===== src/rtl/complex_nr_pkg.sv =====
// complex_nr_pkg: shared state encoding and width helpers for the complex accumulator
package complex_nr_pkg;
  typedef enum logic {ST_ACCUM = 1'b0, ST_HOLD = 1'b1} state_t;
  function automatic int acc_w(int dw, int gb);
    return 2 * dw + gb;
  endfunction
  function automatic int cnt_w(int len);
    return $clog2(len + 1);
  endfunction
endpackage


===== src/rtl/complex_acc_lane.sv =====
// complex_acc_lane: signed sign-extend-and-accumulate register with clear
module complex_acc_lane #(
  parameter int IW = 16,
  parameter int OW = 20
) (
  input  logic          clk,
  input  logic          rstn,
  input  logic          clr,
  input  logic          en,
  input  logic [IW-1:0] d,
  output logic [OW-1:0] sum
);
  logic [OW-1:0] acc;
  assign sum = en ? acc + OW'($signed(d)) : acc;
  always_ff @(posedge clk or negedge rstn)
    if (!rstn) acc <= '0;
    else acc <= clr ? '0 : sum;
endmodule


===== src/rtl/complex_nr_acc.sv =====
// complex_nr_acc: accumulates ACC_LEN complex products into one framed complex sum
module complex_nr_acc
  import complex_nr_pkg::*;
#(
  parameter int DATA_WIDTH = 8,
  parameter int ACC_LEN = 4,
  parameter int GUARD_BITS = 4,
  localparam int ACC_W = acc_w(DATA_WIDTH, GUARD_BITS),
  localparam int CW = cnt_w(ACC_LEN)
) (
  input  logic                    clk,
  input  logic                    rstn,
  input  logic                    sw_rst,
  input  logic                    in_val,
  output logic                    in_ready,
  input  logic [2*DATA_WIDTH-1:0] in_re,
  input  logic [2*DATA_WIDTH-1:0] in_im,
  input  logic                    flush,
  output logic                    out_val,
  input  logic                    out_ready,
  output logic [ACC_W-1:0]        out_re,
  output logic [ACC_W-1:0]        out_im,
  output logic [CW-1:0]           out_cnt
);
  if (ACC_LEN < 1 || ACC_LEN > 2**GUARD_BITS) begin : g_bad_len
    $error("complex_nr_acc: ACC_LEN out of range 1..2**GUARD_BITS");
  end
  state_t state, state_nxt;
  logic [CW-1:0] cnt, cnt_nxt;
  logic beat, close;
  logic [ACC_W-1:0] sum_re, sum_im;
  assign in_ready = state == ST_ACCUM;
  assign out_val = state == ST_HOLD;
  assign beat = in_val && in_ready;
  assign cnt_nxt = cnt + CW'(beat);
  // cnt_nxt cannot wrap in ACCUM, so nonzero means at least one product is in the frame
  assign close = in_ready && ((beat && cnt == CW'(ACC_LEN - 1)) || (flush && cnt_nxt != '0));
  complex_acc_lane #(.IW(2*DATA_WIDTH), .OW(ACC_W)) u_re (
    .clk(clk), .rstn(rstn), .clr(sw_rst || close), .en(beat), .d(in_re), .sum(sum_re)
  );
  complex_acc_lane #(.IW(2*DATA_WIDTH), .OW(ACC_W)) u_im (
    .clk(clk), .rstn(rstn), .clr(sw_rst || close), .en(beat), .d(in_im), .sum(sum_im)
  );
  always_comb
    state_nxt = sw_rst ? ST_ACCUM : close ? ST_HOLD : (out_val && out_ready) ? ST_ACCUM : state;
  always_ff @(posedge clk or negedge rstn)
    if (!rstn) state <= ST_ACCUM;
    else state <= state_nxt;
  always_ff @(posedge clk or negedge rstn)
    if (!rstn) cnt <= '0;
    else cnt <= (sw_rst || close) ? '0 : cnt_nxt;
  always_ff @(posedge clk or negedge rstn)
    if (!rstn) begin
      out_re <= '0;
      out_im <= '0;
      out_cnt <= '0;
    end else if (sw_rst) begin
      out_re <= '0;
      out_im <= '0;
      out_cnt <= '0;
    end else if (close) begin
      out_re <= sum_re;
      out_im <= sum_im;
      out_cnt <= cnt_nxt;
    end
endmodule


===== config.mk =====
export PLATFORM = sky130hd
export DESIGN_NAME = complex_nr_acc
export DESIGN_NICKNAME = d
export VERILOG_FILES = /design/src/rtl/complex_nr_pkg.sv /design/src/rtl/complex_acc_lane.sv /design/src/rtl/complex_nr_acc.sv
export SDC_FILE = /design/constraint.sdc
export NUM_CORES = 1
export LEC_CHECK = 0
export ABC_CLOCK_PERIOD_IN_PS = 4250
export CORE_ASPECT_RATIO = 0.9
export CORE_UTILIZATION = 25
export CTS_CLUSTER_SIZE = 20
export DETAILED_ROUTE_END_ITERATION = 10
export HOLD_SLACK_MARGIN = 0.08
export PLACE_DENSITY = 0.42
export SLEW_MARGIN = 20
export SYNTH_ARGS = -nofsm -noshare
export SYNTH_HDL_FRONTEND = slang
export SYNTH_HIERARCHICAL = 1
export SYNTH_SLANG_ARGS = --single-unit

===== constraint.sdc =====
create_clock -name clk -period 4.25 [get_ports clk]
set_input_delay 1.275 -clock clk [delete_from_list [all_inputs] [get_ports clk]]
set_output_delay 1.275 -clock clk [all_outputs]
set_load 0.005 [all_outputs]

==> After elaboration in Yosys (flattened, before gate mapping) <==
Index checks and enable logic that the tools add are counted.
{ "word_totals": {"register_bits": 87, "input_bits": 38, "word_cells": 36} }
{ "op_classes": {"addsub": 3, "n_eq_ne": 1, "mux": 14, "bitwise": 1, "reduce_logical": 10} }
{ "op_table": {"columns": ["cell", "count"], "rows": [
  ["$mux W20", 8],
  ["$add A20 B20 Y20", 2],
  ["$mux W3", 3],
  ["$reduce_bool A3 Y1", 2],
  ["$logic_and A1 B1 Y1", 5],
  ["$add A3 B1 Y3", 1],
  ["$eq A3 B2 Y1 const B", 1],
  ["$mux W1", 3],
  ["$logic_or A1 B1 Y1", 2],
  ["$reduce_bool A2 Y1", 1],
  ["$not A1 Y1", 1]
]} }

==> Depth between registers and ports, before layout <==
{ "depth": {"depth_word": 9, "mapped_depth": 12, "ltp_nobuf": 11} }

==> Modules after synthesis <==
The synthesis kept the hierarchy.
{ "modules_own_cells": {"columns": ["module", "instances", "cells_each", "area_each_um2", "seq_area_each_um2"], "rows": [
  ["complex_nr_acc", 1, 207, 2359.8, 1176.1],
  ["complex_acc_lane at u_im", 1, 229, 2010.7, 500.5],
  ["complex_acc_lane at u_re", 1, 214, 1873.0, 500.5]
]} }

==> Worst setup path after synthesis <==
Ideal clock, no wire load.
{ "synth_timing": {"path_kind": "input port to flip-flop", "startpoint": "input port in_re[0]", "endpoint": "register out_re[16]", "t_arrival_ns": 3.375, "t_required_ns": 4.171, "setup_slack_ns": 0.795, "path_stages": 11, "path_buffers": 0, "cell_sequence": "ha_1 > fa_1 > a211oi_1 > o211a_1 > o31ai_1 > and2_1 > a31oi_1 > mux2_2 > nand2_1 > nand2b_1 > mux2i_1"} }
{ "synth_via": {"elab_chain_cells": 4} }
{ "synth_lines": {"columns": ["item", "line", "rtl"], "rows": [
  ["start: declaration", "complex_nr_acc.sv:16", "input logic [2*DATA_WIDTH-1:0] in_re,"],
  ["$add A20 B20 Y20", "complex_acc_lane.sv:14", "assign sum = en ? acc + OW'($signed(d)) : acc;"],
  ["$mux W20", "complex_acc_lane.sv:14", null],
  ["net sum_re[16]", "complex_nr_acc.sv:31", "logic [ACC_W-1:0] sum_re, sum_im;"],
  ["$mux W20", "complex_nr_acc.sv:61", "end else if (close) begin"],
  ["$mux W20", "complex_nr_acc.sv:57", "end else if (sw_rst) begin"],
  ["end signal: assignment", "complex_nr_acc.sv:62", "out_re <= sum_re;"],
  ["end: declaration", "complex_nr_acc.sv:21", "output logic [ACC_W-1:0] out_re,"]
]} }
The timed path passes the listed nets, and every way through them passes these cells. The select of a mux whose other input is x is not followed.
A chain may end at the register's enable or synchronous reset.

==> Final worst setup path <==
Same ends and word-level chain as after synthesis.

==> impl_metrics.json <==
{
  "nNetsFinal": 798,
  "gp_congestion": 0.831,
  "vias": 4863,
  "combPwrFrac": 0.408,
  "power.total_w": 0.00314,
  "fin_crit_ps": 3820,
  "clock.fmax_mhz": 262,
  "synth_edf_count": 0,
  "netlist_area_um2": 6240,
  "dpl_worst_slack_ps": 81.0,
  "die_y_um": 152,
  "worstPathCellList": "clkdlybuf4s50_1 > ha_1 > fa_1 > a211oi_1 > o211a_1 > o31ai_1 > and2_1 > a31oi_1 > mux2_2 > nand2_1 > nand2b_1 > mux2i_1",
  "yosys-top-cells-area": "dfrtp_1 (35%), nand2b_1 (9.2%), ha_1 (8.0%)",
  "cts.sinks": 87,
  "cts_setup_buffers": 0,
  "grt_use_total": 0.130,
  "drc_errors": 0,
  "p_leak_nw": 3.62,
  "cts_resized": 0,
  "row_count": 54,
  "final_area_um2": 7710,
  "diodes": 0,
  "fin_worst_skew_ps": 9.23,
  "required_ps": 4530,
  "swShare": 0.357,
  "htree_levels": 3,
  "worst_pin_slew_ps": 570,
  "insertion_delay_ps": 350,
  "synthToLayoutAreaGrowth_pct": 23.5,
  "clk_pin_slew_worst_paths_ps": 70,
  "rsz0062_at_grt": "false",
  "grt_max_degree": 67,
  "filler_cell_count": 2533,
  "min_period_over_period": 0.900,
  "synth_top_cell_area_share": 0.349,
  "ys_seq_area_frac": 0.349,
  "crit_path_max_incr_delay_ps": 430,
  "cp-start-kind": "input pin",
  "io_buffers": 82,
  "avgSynthCellArea_um2": 9.61,
  "first_iter_violations": 202,
  "cp_max_fo": 5,
  "antenna_left": 0,
  "holdBufCountCts": 0,
  "drt_pass1_iterations": 4,
  "routed_wl_mm": 16.2,
  "crit_type": "input pin to register",
  "clk_path_buf_depth": 2,
  "cap_violations": 0,
  "netlist_top_cells_count": "nand2b_1 (92), dfrtp_1 (87), nand2_1 (46)",
  "layout_setup_ws_ps": 426,
  "dpl_cell_area_um2": 7410,
  "clock_power_share": 0.267,
  "grt_pass1_vias": 4910,
  "tritoncts": "built",
  "syn_nets": 730,
  "yosysMostFrequentCell": "nand2b_1",
  "synth_top_area_cell": "dfrtp_1",
  "drive_gt1_frac": 0.107,
  "synthCells": 650,
  "ys_types": 71,
  "seqPwrFrac": 0.325,
  "power.density_nw_per_um2": 407,
  "dp_hpwl_mm": 11.3,
  "io_pins": 83,
  "status": "complete, no violations",
  "p_int_w": 0.00202,
  "synth-warning-count": 6,
  "final_core_util": 0.316,
  "synthArstFlopShare": 1.00,
  "hold_viol": 0,
  "die_area_um2": 25600,
  "crit_slowest_cell": "fa_1",
  "via_per_inst": 4.59,
  "yosys_register_bits": 87,
  "grt_pass1_wl_mm": 26.5,
  "ir_drop_mv": 0.177,
  "initial_utilization": 0.256,
  "grt_overflow_total": 0,
  "slew_violations": 0,
  "switching_power_w": 0.00112,
  "root_buffer": "clkbuf_16",
  "min_path_type": "register to register",
  "synth-main-ff-cell": "dfrtp_1",
  "grt_antenna_before_repair": 0,
  "arrival_ps": 4110,
  "setup_viol": 0,
  "die_x_um": 169,
  "wl_per_cell_um": 15.3,
  "relSlewSlack": 0.620,
  "cts_made_buffers": 9,
  "fp.coreArea_um2": 24400,
  "endpoint_kind": "register",
  "tns_ps": 0
}
-- power groups by stage --
stage | registers (W) | logic, W | clock network [W]
final | 0.00102 | 0.00128 | 0.000838
after global routing | 0.00104 | 0.00142 | 0.000913
after CTS | 0.00102 | 0.00130 | 0.000877
after detailed placement | 0.00104 | 0.00129 | 0
after global placement | 0.00104 | 0.00129 | 0
after floorplan | 0.00102 | 0.000913 | 0
-- cell families (layout without fill, tap and decap cells) --
logic type	after synthesis	after routing	synth area share
simple gates	241	241	0.215
mux	73	73	0.123
buf+inv	44	117	0.0333
xor+xnor	25	25	0.0363
compound gates	138	138	0.157
flops	87	87	0.349
fa+ha+maj	42	42	0.0866
-- area by class of cell --
class / instances / area, um2 / area share
clock inverter: 7 / 72.6 / 0.00941
tap: 336 / 420 / 0.0545
inverter: 11 / 41.3 / 0.00536
timing repair buffer: 90 / 898 / 0.117
multi-input combinational: 519 / 3870 / 0.503
clock buffer: 9 / 225 / 0.0292
sequential: 87 / 2180 / 0.282
-- worst paths after layout --
kind / cells past startpoint / slack, ps / start / endpoint
setup reg to reg: 11 / 1390 / u_re/acc[0] / out_re[16]
max in group asynchronous: 2 / 2650 / rstn / out_cnt[2]
hold / removal: 2 / 540 / out_im[4] / out_im[4]
setup / recovery: 12 / 430 / in_re[0] / out_re[16]
min in group asynchronous: 1 / 910 / rstn / out_re[11]
hold reg to reg: 2 / 540 / out_im[4] / out_im[4]
-- stage by stage --
stage | cells | hold WS (ps)
finish | 1059 | 544
CTS | 1059 | 551
detailed placement | 1043 | 537
global placement | 1043 | 531
global route | 1059 | 566
floorplan | 650 | 528
-- state kept, by name, indices dropped and copies added (netlist names) --
name      cells
out_cnt       3
out_im       20
cnt           3
u_re/acc     20
out_val       1
out_re       20
u_im/acc     20
-- metal layers --
metal | vias up | global-route usage | part of all wire
met4 | 0 | 0.0377 | 0.012
met2 | 80 | 0.214 | 0.46
met5 | - | 0 | 0
met1 | 2345 | 0.176 | 0.50
li1 | 2426 | - | -
met3 | 12 | 0.0211 | 0.030
-- critical path: cells and delay by family --
kind / cells / cell delay (ps)
compound gates: 4 / 940
buf+inv: 1 / 400
fa+ha+maj: 2 / 660
simple gates: 3 / 350
mux: 2 / 480
-- placed cells by master (no fill, tap or decap), drive strengths merged, types with 26 or more instances in the layout --
master / synthesis / routed
nor2: 26 / 26
a21oi: 42 / 42
ha: 40 / 40
mux2: 28 / 28
nand2b: 92 / 92
dfrtp: 87 / 87
mux2i: 45 / 45
clkdlybuf4s50: 0 / 80
nand2: 47 / 47
No activity file was read; power rests on OpenSTA's default activity.
